**config.mk**
```make
export PLATFORM = sky130hd
export DESIGN_NAME = decode_stage_ctrl
export DESIGN_NICKNAME = d
export VERILOG_FILES = /design/src/rtl/decode_stage_ctrl_pkg.sv /design/src/rtl/decode_stage_ctrl_dec.sv /design/src/rtl/decode_stage_ctrl.sv
export SDC_FILE = /design/constraint.sdc
export NUM_CORES = 1
export LEC_CHECK = 0
export BUFFER_PORTS_ARGS = -buffer_cell sky130_fd_sc_hd__buf_2
export CORE_UTILIZATION = 27
export DETAILED_ROUTE_END_ITERATION = 8
export PLACE_DENSITY = 0.6
export SETUP_SLACK_MARGIN = 0.3
export SLEW_MARGIN = 20
export SYNTH_ARGS = -nofsm -noshare
export SYNTH_HDL_FRONTEND = slang
export SYNTH_SLANG_ARGS = --single-unit
```
**constraint.sdc**
```tcl
create_clock -name clk -period 8.11 [get_ports clk]
set_input_delay 0.4055 -clock clk [delete_from_list [all_inputs] [get_ports clk]]
set_output_delay 0.4055 -clock clk [all_outputs]
set_load 0.02 [all_outputs]
```
**src/rtl/decode_stage_ctrl_pkg.sv**
```systemverilog
// Shared definitions for the decode-stage controller: RV32I opcodes, stage
// states, the per-cycle stage action and the decoded-field bundle.
package decode_stage_ctrl_pkg;

  localparam logic [6:0] R_TYPE      = 7'b0110011;
  localparam logic [6:0] I_TYPE      = 7'b0010011;
  localparam logic [6:0] I_TYPE_LOAD = 7'b0000011;
  localparam logic [6:0] S_TYPE      = 7'b0100011;
  localparam logic [6:0] B_TYPE      = 7'b1100011;
  localparam logic [6:0] J_JAL       = 7'b1101111;
  localparam logic [6:0] I_JALR      = 7'b1100111;
  localparam logic [6:0] U_AUIPC     = 7'b0010111;
  localparam logic [6:0] U_LUI       = 7'b0110111;

  typedef enum logic {
    ST_RUN   = 1'b0,
    ST_FLUSH = 1'b1
  } state_e;

  // What the stage does this cycle, already resolved in priority order.
  typedef enum logic [2:0] {
    ACT_REDIRECT,
    ACT_FLUSH,
    ACT_HOLD,
    ACT_STALL,
    ACT_ADVANCE
  } action_e;

  typedef struct packed {
    logic [4:0]  rs1;
    logic [4:0]  rs2;
    logic [4:0]  rd;
    logic [31:0] imm32;
    logic        use_rs1;
    logic        use_rs2;
  } dec_t;

endpackage

```
**src/rtl/decode_stage_ctrl_dec.sv**
```systemverilog
// RV32I field extractor and immediate generator for the instruction held in
// IF/ID; also reports which source registers the instruction really reads.
module decode_stage_ctrl_dec
  import decode_stage_ctrl_pkg::*;
(
  input  logic [31:0] instr,
  output dec_t        dec
);

  logic [2:0] funct3;
  logic       sign;

  assign funct3 = instr[14:12];
  assign sign   = instr[31];

  // NOTE: every field gets a default before the case so no path leaves a
  // variable unassigned, which would otherwise infer a latch.
  always_comb begin
    dec         = '0;
    dec.rs1     = instr[19:15];
    dec.rs2     = instr[24:20];
    dec.rd      = instr[11:7];
    dec.use_rs1 = 1'b1;
    dec.use_rs2 = 1'b0;
    case (instr[6:0])
      R_TYPE: dec.use_rs2 = 1'b1;
      I_TYPE: begin
        // Shift-immediates carry a shamt, not a signed constant.
        if (funct3 == 3'b001 || funct3 == 3'b101)
          dec.imm32 = {27'b0, instr[24:20]};
        else
          dec.imm32 = {{20{sign}}, instr[31:20]};
      end
      I_TYPE_LOAD, I_JALR: dec.imm32 = {{20{sign}}, instr[31:20]};
      S_TYPE: begin
        dec.use_rs2 = 1'b1;
        dec.imm32   = {{20{sign}}, instr[31:25], instr[11:7]};
      end
      B_TYPE: begin
        dec.use_rs2 = 1'b1;
        dec.imm32   = {{19{sign}}, sign, instr[7], instr[30:25], instr[11:8], 1'b0};
      end
      J_JAL: begin
        dec.use_rs1 = 1'b0;
        dec.imm32   = {{11{sign}}, sign, instr[19:12], instr[20], instr[30:21], 1'b0};
      end
      U_AUIPC, U_LUI: begin
        dec.use_rs1 = 1'b0;
        dec.imm32   = {instr[31:12], 12'b0};
      end
      default: dec.imm32 = '0;
    endcase
  end

endmodule

```
**src/rtl/decode_stage_ctrl.sv**
```systemverilog
// Decode-stage controller: IF/ID register, load-use stall, redirect flush,
// EX back-pressure and saturating stall/flush performance counters.
module decode_stage_ctrl
  import decode_stage_ctrl_pkg::*;
#(
  parameter int FLUSH_CYCLES = 1,
  parameter int CNT_W        = 16
) (
  input  logic             clk,
  input  logic             rst,
  input  logic             if_valid,
  input  logic [31:0]      if_instr,
  input  logic [31:0]      if_pc,
  output logic             if_stall,
  input  logic             ex_redirect,
  input  logic             ex_busy,
  input  logic             idex_mem_read,
  input  logic [4:0]       idex_rd,
  output logic             id_valid,
  output logic             id_bubble,
  output logic [31:0]      id_pc,
  output logic [31:0]      id_instr,
  output logic [4:0]       id_rs1,
  output logic [4:0]       id_rs2,
  output logic [4:0]       id_rd,
  output logic [31:0]      id_imm32,
  output logic [CNT_W-1:0] stall_cnt,
  output logic [CNT_W-1:0] flush_cnt
);

  localparam logic [1:0] FLUSH_LOAD = 2'(FLUSH_CYCLES - 1);

  state_e           state_q, state_d;
  logic [1:0]       flush_left_q, flush_left_d;
  logic             ifid_valid_q, ifid_valid_d;
  logic [31:0]      ifid_pc_q, ifid_pc_d;
  logic [31:0]      ifid_instr_q, ifid_instr_d;
  logic [CNT_W-1:0] stall_cnt_q, stall_cnt_d;
  logic [CNT_W-1:0] flush_cnt_q, flush_cnt_d;

  dec_t    dec;
  logic    hazard;
  action_e action;

  decode_stage_ctrl_dec u_dec (
    .instr (ifid_instr_q),
    .dec   (dec)
  );

  assign hazard = ifid_valid_q & idex_mem_read & (idex_rd != 5'd0) &
                  ((dec.use_rs1 & (idex_rd == dec.rs1)) |
                   (dec.use_rs2 & (idex_rd == dec.rs2)));

  always_comb begin
    if (ex_redirect)             action = ACT_REDIRECT;
    else if (state_q == ST_FLUSH) action = ACT_FLUSH;
    else if (ex_busy)            action = ACT_HOLD;
    else if (hazard)             action = ACT_STALL;
    else                         action = ACT_ADVANCE;
  end

  // NOTE: state and IF/ID contents are updated with non-blocking assignments
  // so every flop samples the pre-edge value of every other flop.
  // IF/ID data is reset as well so id_* show zeros rather than stale fetches.
  always_ff @(posedge clk or posedge rst) begin
    if (rst) begin
      state_q      <= ST_RUN;
      flush_left_q <= '0;
      ifid_valid_q <= 1'b0;
      ifid_pc_q    <= '0;
      ifid_instr_q <= '0;
      stall_cnt_q  <= '0;
      flush_cnt_q  <= '0;
    end else begin
      state_q      <= state_d;
      flush_left_q <= flush_left_d;
      ifid_valid_q <= ifid_valid_d;
      ifid_pc_q    <= ifid_pc_d;
      ifid_instr_q <= ifid_instr_d;
      stall_cnt_q  <= stall_cnt_d;
      flush_cnt_q  <= flush_cnt_d;
    end
  end

  always_comb begin
    state_d      = state_q;
    flush_left_d = flush_left_q;
    case (action)
      ACT_REDIRECT: begin
        if (FLUSH_CYCLES > 1) begin
          state_d      = ST_FLUSH;
          flush_left_d = FLUSH_LOAD;
        end else begin
          state_d      = ST_RUN;
        end
      end
      ACT_FLUSH: begin
        flush_left_d = flush_left_q - 2'd1;
        if (flush_left_q <= 2'd1) state_d = ST_RUN;
      end
      default: ;
    endcase
  end

  always_comb begin
    ifid_valid_d = ifid_valid_q;
    ifid_pc_d    = ifid_pc_q;
    ifid_instr_d = ifid_instr_q;
    stall_cnt_d  = stall_cnt_q;
    flush_cnt_d  = flush_cnt_q;
    case (action)
      ACT_REDIRECT: begin
        ifid_valid_d = 1'b0;
        if (!(&flush_cnt_q)) flush_cnt_d = flush_cnt_q + CNT_W'(1);
      end
      ACT_FLUSH: ifid_valid_d = 1'b0;
      ACT_STALL: if (!(&stall_cnt_q)) stall_cnt_d = stall_cnt_q + CNT_W'(1);
      ACT_ADVANCE: begin
        ifid_valid_d = if_valid;
        ifid_pc_d    = if_pc;
        ifid_instr_d = if_instr;
      end
      default: ;
    endcase
  end

  always_comb begin
    if_stall  = 1'b0;
    id_valid  = 1'b0;
    id_bubble = 1'b1;
    case (action)
      ACT_HOLD: begin
        if_stall  = 1'b1;
        id_valid  = ifid_valid_q;
        id_bubble = 1'b0;
      end
      ACT_STALL: if_stall = 1'b1;
      ACT_ADVANCE: begin
        id_valid  = ifid_valid_q;
        id_bubble = ~ifid_valid_q;
      end
      default: ;
    endcase
  end

  assign id_pc     = ifid_pc_q;
  assign id_instr  = ifid_instr_q;
  assign id_rs1    = dec.rs1;
  assign id_rs2    = dec.rs2;
  assign id_rd     = dec.rd;
  assign id_imm32  = dec.imm32;
  assign stall_cnt = stall_cnt_q;
  assign flush_cnt = flush_cnt_q;

endmodule

```
==> results of run 1 <==
metrics by stage:
stage | power (uW) | cell area, um^2
floorplan | 884 | 4910
global placement | 1010 | 6050
detailed placement | 1010 | 6070
CTS | 1450 | 6370
global route | 1510 | 6370
finish | 1430 | 6370
metal layers:
| metal | track usage [%] | part of all wire, % |
|---|---|---|
| met3 | 3.85 | 6.2 |
| met2 | 23.2 | 49 |
| met4 | 5.25 | 2.0 |
| met5 | 0 | 0 |
| met1 | 17.1 | 43 |
area by class of cell:
class,instances,area [um^2],area share (%)
Multi-Input combinational cell,255,2210,34.7
Antenna cell,1,2.50,0.0393
Sequential cell,97,2430,38.1
Timing Repair Buffer,223,1140,17.8
Clock buffer,9,225,3.53
Inverter,3,13.8,0.216
Tap cell,225,282,4.42
Clock inverter,7,73.8,1.16
flip-flops by register name, indices dropped and copies added, names as in the netlist:
name / cells
id_pc: 32
ifid_valid_q: 1
id_instr: 32
stall_cnt: 16
flush_cnt: 16
cells in the mapped netlist, drive strengths merged (3+ instances only):
library cell,n,share of area (%)
clkbuf,6,0.48
or2,3,0.38
xnor2,17,3.0
xor2,21,3.7
o211ai,3,0.56
nand4,10,1.3
a21oi,4,0.41
and3,9,1.1
inv,3,0.23
nor2b,10,1.4
mux2,65,19
a21o,20,3.1
nand3,17,1.7
nor3,4,0.41
a22o,4,0.71
dfrtp,97,49
and4,4,0.71
nor3b,4,0.61
nand2,18,1.4
nor2,19,1.5
buf,26,4.8
o21ai,5,0.51
path summary, 6_finish.rpt:
check	startpoint	end	slack (ps)	cells after the start
min in group clk	if_pc[16]	id_pc[16]	280	2
setup reg to reg	id_instr[1]	id_pc[9]	4060	8
hold reg to reg	stall_cnt[11]	stall_cnt[11]	490	1
setup / recovery	id_instr[1]	id_pc[9]	4060	8
hold / removal	rst	id_pc[28]	120	2
max in group asynchronous	rst	id_instr[22]	6870	3
power groups by stage:
| stage | sequential [uW] | combinational, uW | clock (uW) |
|---|---|---|---|
| global placement | 630 | 377 | 0 |
| floorplan | 692 | 192 | 0 |
| CTS | 622 | 382 | 448 |
| global route | 633 | 406 | 467 |
| finish | 622 | 376 | 429 |
| detailed placement | 630 | 381 | 0 |
cell families (layout without fill, tap and decap cells):
kind of cell	count (synthesis)	after routing	synth area share [%]
XOR/XNOR	38	38	6.78
buffers and inverters	35	242	5.48
other	0	1	0
AO/OA/AOI/OAI	44	44	6.47
flip-flops	97	97	49.4
adder cells (fa/ha/maj)	2	2	0.510
multiplexers	66	66	19.7
AND/OR/NAND/NOR	105	105	11.6
critical path, delay by kind of cell, from the launching register on:
kind	cells	cell delay, ps
buffers and inverters	2	800
muxes	1	400
AOI/OAI and AO/OA	2	980
DFF	1	390
and+or+nand+nor	3	1330
==> impl_metrics.csv, run 1 <==
group,metric,value,unit
global_routing,grt_pass1_wl,19500,um
sta,worst-slew-pin-transition,985,ps
place,post-place-ws,4000,ps
detailed_routing,drt-pass1-iter-count,4,
synthesis,synth_edf_count,0,
detailed_routing,drt_wl_total,13200,um
layout,finish.cell_count_without_fillers,820,
synthesis,ys_seq_area_share,49.4,%
power_and_ir_drop,cellLeakagePower,0.00348,uW
synthesis,syn-instance-count,387,
synthesis,synthesis.yosys.warnings,0,
sta,setup_viol_count_final,0,
sta,finalCriticalPeriod,4050,ps
layout,nFillCells,1775,
clocking,cts_root_buffer,"clkbuf_16",
worst_setup_path,most_frequent_cell_on_the_critical_path,"and3_1",
power_and_ir_drop,internal-power,934,uW
worst_setup_path,slowest_stage_cell_cp,"o31a_1",
sta,setup_slack,4060,ps
detailed_routing,routedWlPerCell,16.1,um
sta,final_max_slew_viol_count,0,
synthesis,synth.lib_cells_used.distinct,41,
power_and_ir_drop,power.density,224,nW/um^2
synthesis,syn_area_per_cell,12.7,um^2
global_routing,grt_antenna_before_repair,1,
sta,timing.clock.skew,13.4,ps
sta,layout_worst_path_cycle_share,49.9,%
worst_setup_path,path_class,"flop to flop",
sta,tns,0,ps
layout,layout-area-overhead-vs-synth,29.8,%
synthesis,yosys_register_bits,97,
detailed_routing,detailedRoute.firstIterationViolations,125,
global_routing,grt_max_degree,53,
worst_setup_path,maximum_fanout_count_along_the_critical_path,35,
sta,grt_setup_unrepaired,"no",
worst_setup_path,timing.critical_path.required,8340,ps
clocking,cts_post_setup_buffers_inserted,0,
layout,final_core_util,36.3,%
sta,final_hold_viol_count,0,
place,placed_cells,803,
floorplan,floorplan_die_area,18700,um^2
sta,maxClockFrequency,247,MHz
clocking,worst_skew_pair.late_latency,350,ps
floorplan,die_w,137,um
worst_setup_path,crit_path_start_kind,"flop",
layout,final_cell_mix,"buf_2, dfrtp_1, mux2_4",
worst_setup_path,cp-end-kind,"flop",
layout,nNetsFinal,666,
clocking,tritoncts.num_buffers,9,
synthesis,synthesis.nets,464,
clocking,cts-htree-levels,3,
clocking,cts_resized,0,
detailed_routing,drtAntennaViolNets,0,
detailed_routing,dr_vias_cell,4.49,
floorplan,die_height,137,um
place,post_dp_hpwl,10000,um
power_and_ir_drop,sw_frac_of_total,34.6,%
layout,layout_commonest_cell,"buf_2",
global_routing,first_global_vias,3471,
clocking,cts_hold_buffers,0,
clocking,tritoncts_clock_tree,"done",
sta,final.hold.worst_slack,117,ps
power_and_ir_drop,share_seq_of_total_power,43.6,%
worst_setup_path,crit_arrival,4280,ps
place,gp_routability_congestion,0.759,
worst_setup_path,crit_chain,"and3_1 -> and3_1 -> a21o_1 -> o31a_1 -> nor2b_4 -> buf_12 -> buf_4 -> mux2_2",
synthesis,ys.flop_type,"dfrtp_1",
job,maxCapViolations,0,
synthesis,synth.cell_area,4910,um^2
global_routing,grt.total_usage,13.9,%
worst_hold_path,worst_hold_path_type,"primary input to async pin",
detailed_routing,drcViolationCount,0,
place,numPortBuffers,220,
global_routing,grt_overflow_total,0,
worst_setup_path,timing.critical_path.slowest_cell_delay,660,ps
floorplan,io_pins,221,
status,result_of_the_run,"finished, final reports clean",
floorplan,floorplan.rows,48,
floorplan,initial_core_util,28.0,%
layout,drive_gt1_share,52.2,%
power_and_ir_drop,vdd_ir_drop_max,0.115,mV
synthesis,share_of_synthesized_flip_flops_with_an_asynchronous_set_or_reset,100,%
power_and_ir_drop,clkPwrFrac,30.1,%
floorplan,fp.coreArea,17500,um^2
power_and_ir_drop,combinationalPowerShare,26.4,%
sta,timing.slew.headroom,34.0,%
detailed_routing,num_vias,3678,
clocking,cts.path.max_buffers,2,
power_and_ir_drop,power.switching,493,uW
clocking,clock-sinks,97,
clocking,clk_pin_slew_worst_paths,80,ps
Power figures use the tool's default switching activity.
==> run 2, diff against run 1 <==
- PLACE_DENSITY: 0.6 -> 0.62
- clock period: 8.11 -> 3.6 ns (I/O delays scaled with it)
==> run 2 against run 1 <==
Effect of this change:
- the run now ends with negative hold slack left
- total power rose by 130%
- sequential power rose by 120%
- first-iteration DRC count rose by 50%
- critical path depth did not move
- largest power group unchanged
- cell area rose by 0.27%
- die area did not move
- final cell count rose by 0.12%
- count of clock-buffer cells in the layout did not move
- combinational power rose by 130%
- non-clock buffer count rose by 2
- largest cell class unchanged
==> impl_metrics.csv, run 2 (synthesis gave the netlist of run 1 again) <==
group,metric,value,unit
power_and_ir_drop,total_power,3220,uW
global_routing,grt_max_degree,82,
floorplan,io_pins,221,
sta,worst-slew-pin-transition,752,ps
global_routing,grt_antenna_before_repair,2,
layout,nNetsFinal,668,
detailed_routing,drt_wl_total,13000,um
sta,tns,0,ps
place,numPortBuffers,220,
clocking,cts-htree-levels,3,
worst_setup_path,slowest_stage_cell_cp,"and3_1",
layout,drive_gt1_share,52.5,%
place,gp_routability_congestion,0.768,
clocking,clk_pin_slew_worst_paths,70,ps
worst_setup_path,critPathTopFamily,"simple AND/OR/NAND/NOR gates",
status,failed_checks,"negative hold slack",
worst_setup_path,crit_arrival,2800,ps
detailed_routing,routedWlPerCell,15.8,um
floorplan,floorplan.rows,48,
global_routing,grt_pass1_wl,19300,um
power_and_ir_drop,vdd_ir_drop_max,0.261,mV
sta,final_max_slew_viol_count,0,
power_and_ir_drop,power.density,504,nW/um^2
worst_setup_path,timing.critical_path.required,3420,ps
worst_hold_path,worst_hold_path_type,"primary input to async pin",
clocking,tritoncts.num_buffers,9,
sta,finalCriticalPeriod,2980,ps
clocking,cts.path.max_buffers,2,
global_routing,grt_overflow_total,0,
job,maxCapViolations,0,
worst_setup_path,crit_chain,"and3_1 -> and3_1 -> a21o_1 -> o31a_1 -> buf_4 -> a21oi_1 -> or2_2 -> buf_2",
global_routing,grt.total_usage,13.7,%
worst_setup_path,cp-end-kind,"output pin",
sta,timing.clock.skew,8.97,ps
sta,maxClockFrequency,336,MHz
sta,grt_setup_unrepaired,"no",
clocking,worst_skew_pair.late_latency,350,ps
detailed_routing,drtAntennaViolNets,0,
worst_setup_path,timing.critical_path.slowest_cell_delay,530,ps
clocking,cts_root_buffer,"clkbuf_16",
layout,final_cell_mix,"buf_2, dfrtp_1, mux2_4",
sta,setup_viol_count_final,0,
sta,final_hold_viol_count,36,
worst_setup_path,r2r_start,"id_instr[1]",
power_and_ir_drop,cellLeakagePower,0.00348,uW
floorplan,die_w,137,um
status,result_of_the_run,"complete, but fails checks",
worst_setup_path,path_class,"flop to output pin",
detailed_routing,drcViolationCount,0,
clocking,cts_hold_buffers,0,
sta,layout_worst_path_cycle_share,82.8,%
worst_setup_path,most_frequent_cell_on_the_critical_path,"and3_1",
clocking,cts_post_setup_buffers_inserted,0,
worst_setup_path,critPathLaunch,"id_instr[1]",
floorplan,initial_core_util,28.0,%
sta,timing.slew.headroom,49.9,%
detailed_routing,num_vias,3680,
place,post_dp_hpwl,9530,um
floorplan,fp.coreArea,17500,um^2
clocking,clock-sinks,97,
worst_setup_path,crit_path_start_kind,"flop",
layout,layout-area-overhead-vs-synth,30.2,%
clocking,tritoncts_clock_tree,"done",
detailed_routing,dr_vias_cell,4.48,
worst_setup_path,maximum_fanout_count_along_the_critical_path,19,
global_routing,first_global_vias,3401,
floorplan,die_height,137,um
sta,final.hold.worst_slack,-34.2,ps
floorplan,floorplan_die_area,18700,um^2
layout,antennaDiodeCount,0,
worst_setup_path,critPathBufInv,2,
detailed_routing,drt-pass1-iter-count,4,
layout,layout_commonest_cell,"buf_2",
detailed_routing,detailedRoute.firstIterationViolations,188,
## run 2: final cells by class
cell class / count / area, um^2
multi-input cells: 255 / 2220
clock buffers: 9 / 225
clock inverters: 7 / 73.8
well taps: 225 / 282
repair buffers: 225 / 1150
flip-flops and latches: 97 / 2430
inverters: 3 / 16.3
fillers: 1804 / 11100
## run 2: final timing paths
| check | to | slack, ps | cells past startpoint |
|---|---|---|---|
| min in group clk | id_pc[14] | 50 | 2 |
| worst min-delay path | id_pc[28] | -30 | 2 |
| max in group asynchronous | stall_cnt[14] | 2880 | 3 |
| worst max-delay path | id_bubble | 620 | 8 |
| worst min register to register | flush_cnt[15] | 500 | 1 |
| worst max register to register | id_pc[10] | 920 | 7 |
## run 2: power by group
part	total, uW	internal (uW)	switching, uW
combinational	850	380	470
sequential	1390	1230	162
clock	977	493	484
## run 2: repair_timing
item	in CTS	in global routing
gates resized for setup	0	1
endpoints found under the hold margin	0	0
setup endpoints to repair	0	11
## run 2: metal layers
metal  track usage, %  routed length (um)
met3             2.96                 706
met5                0                  11
met1             18.0                5820
met4             5.62                 212
met2             21.9                6210
## run 2: through the flow
stage	area, um^2	util, %	setup WS (ps)	hold slack (ps)	std cells
6_report	6390	36.4	620	-34.2	821
5_1_grt	6390	36.4	368	28.1	821
3_3_place_gp	6090	34.7	912	410	805
3_5_place_dp	6090	34.7	874	414	805
2_1_floorplan	4910	-	886	328	387
4_1_cts	6390	36.4	501	29.7	821
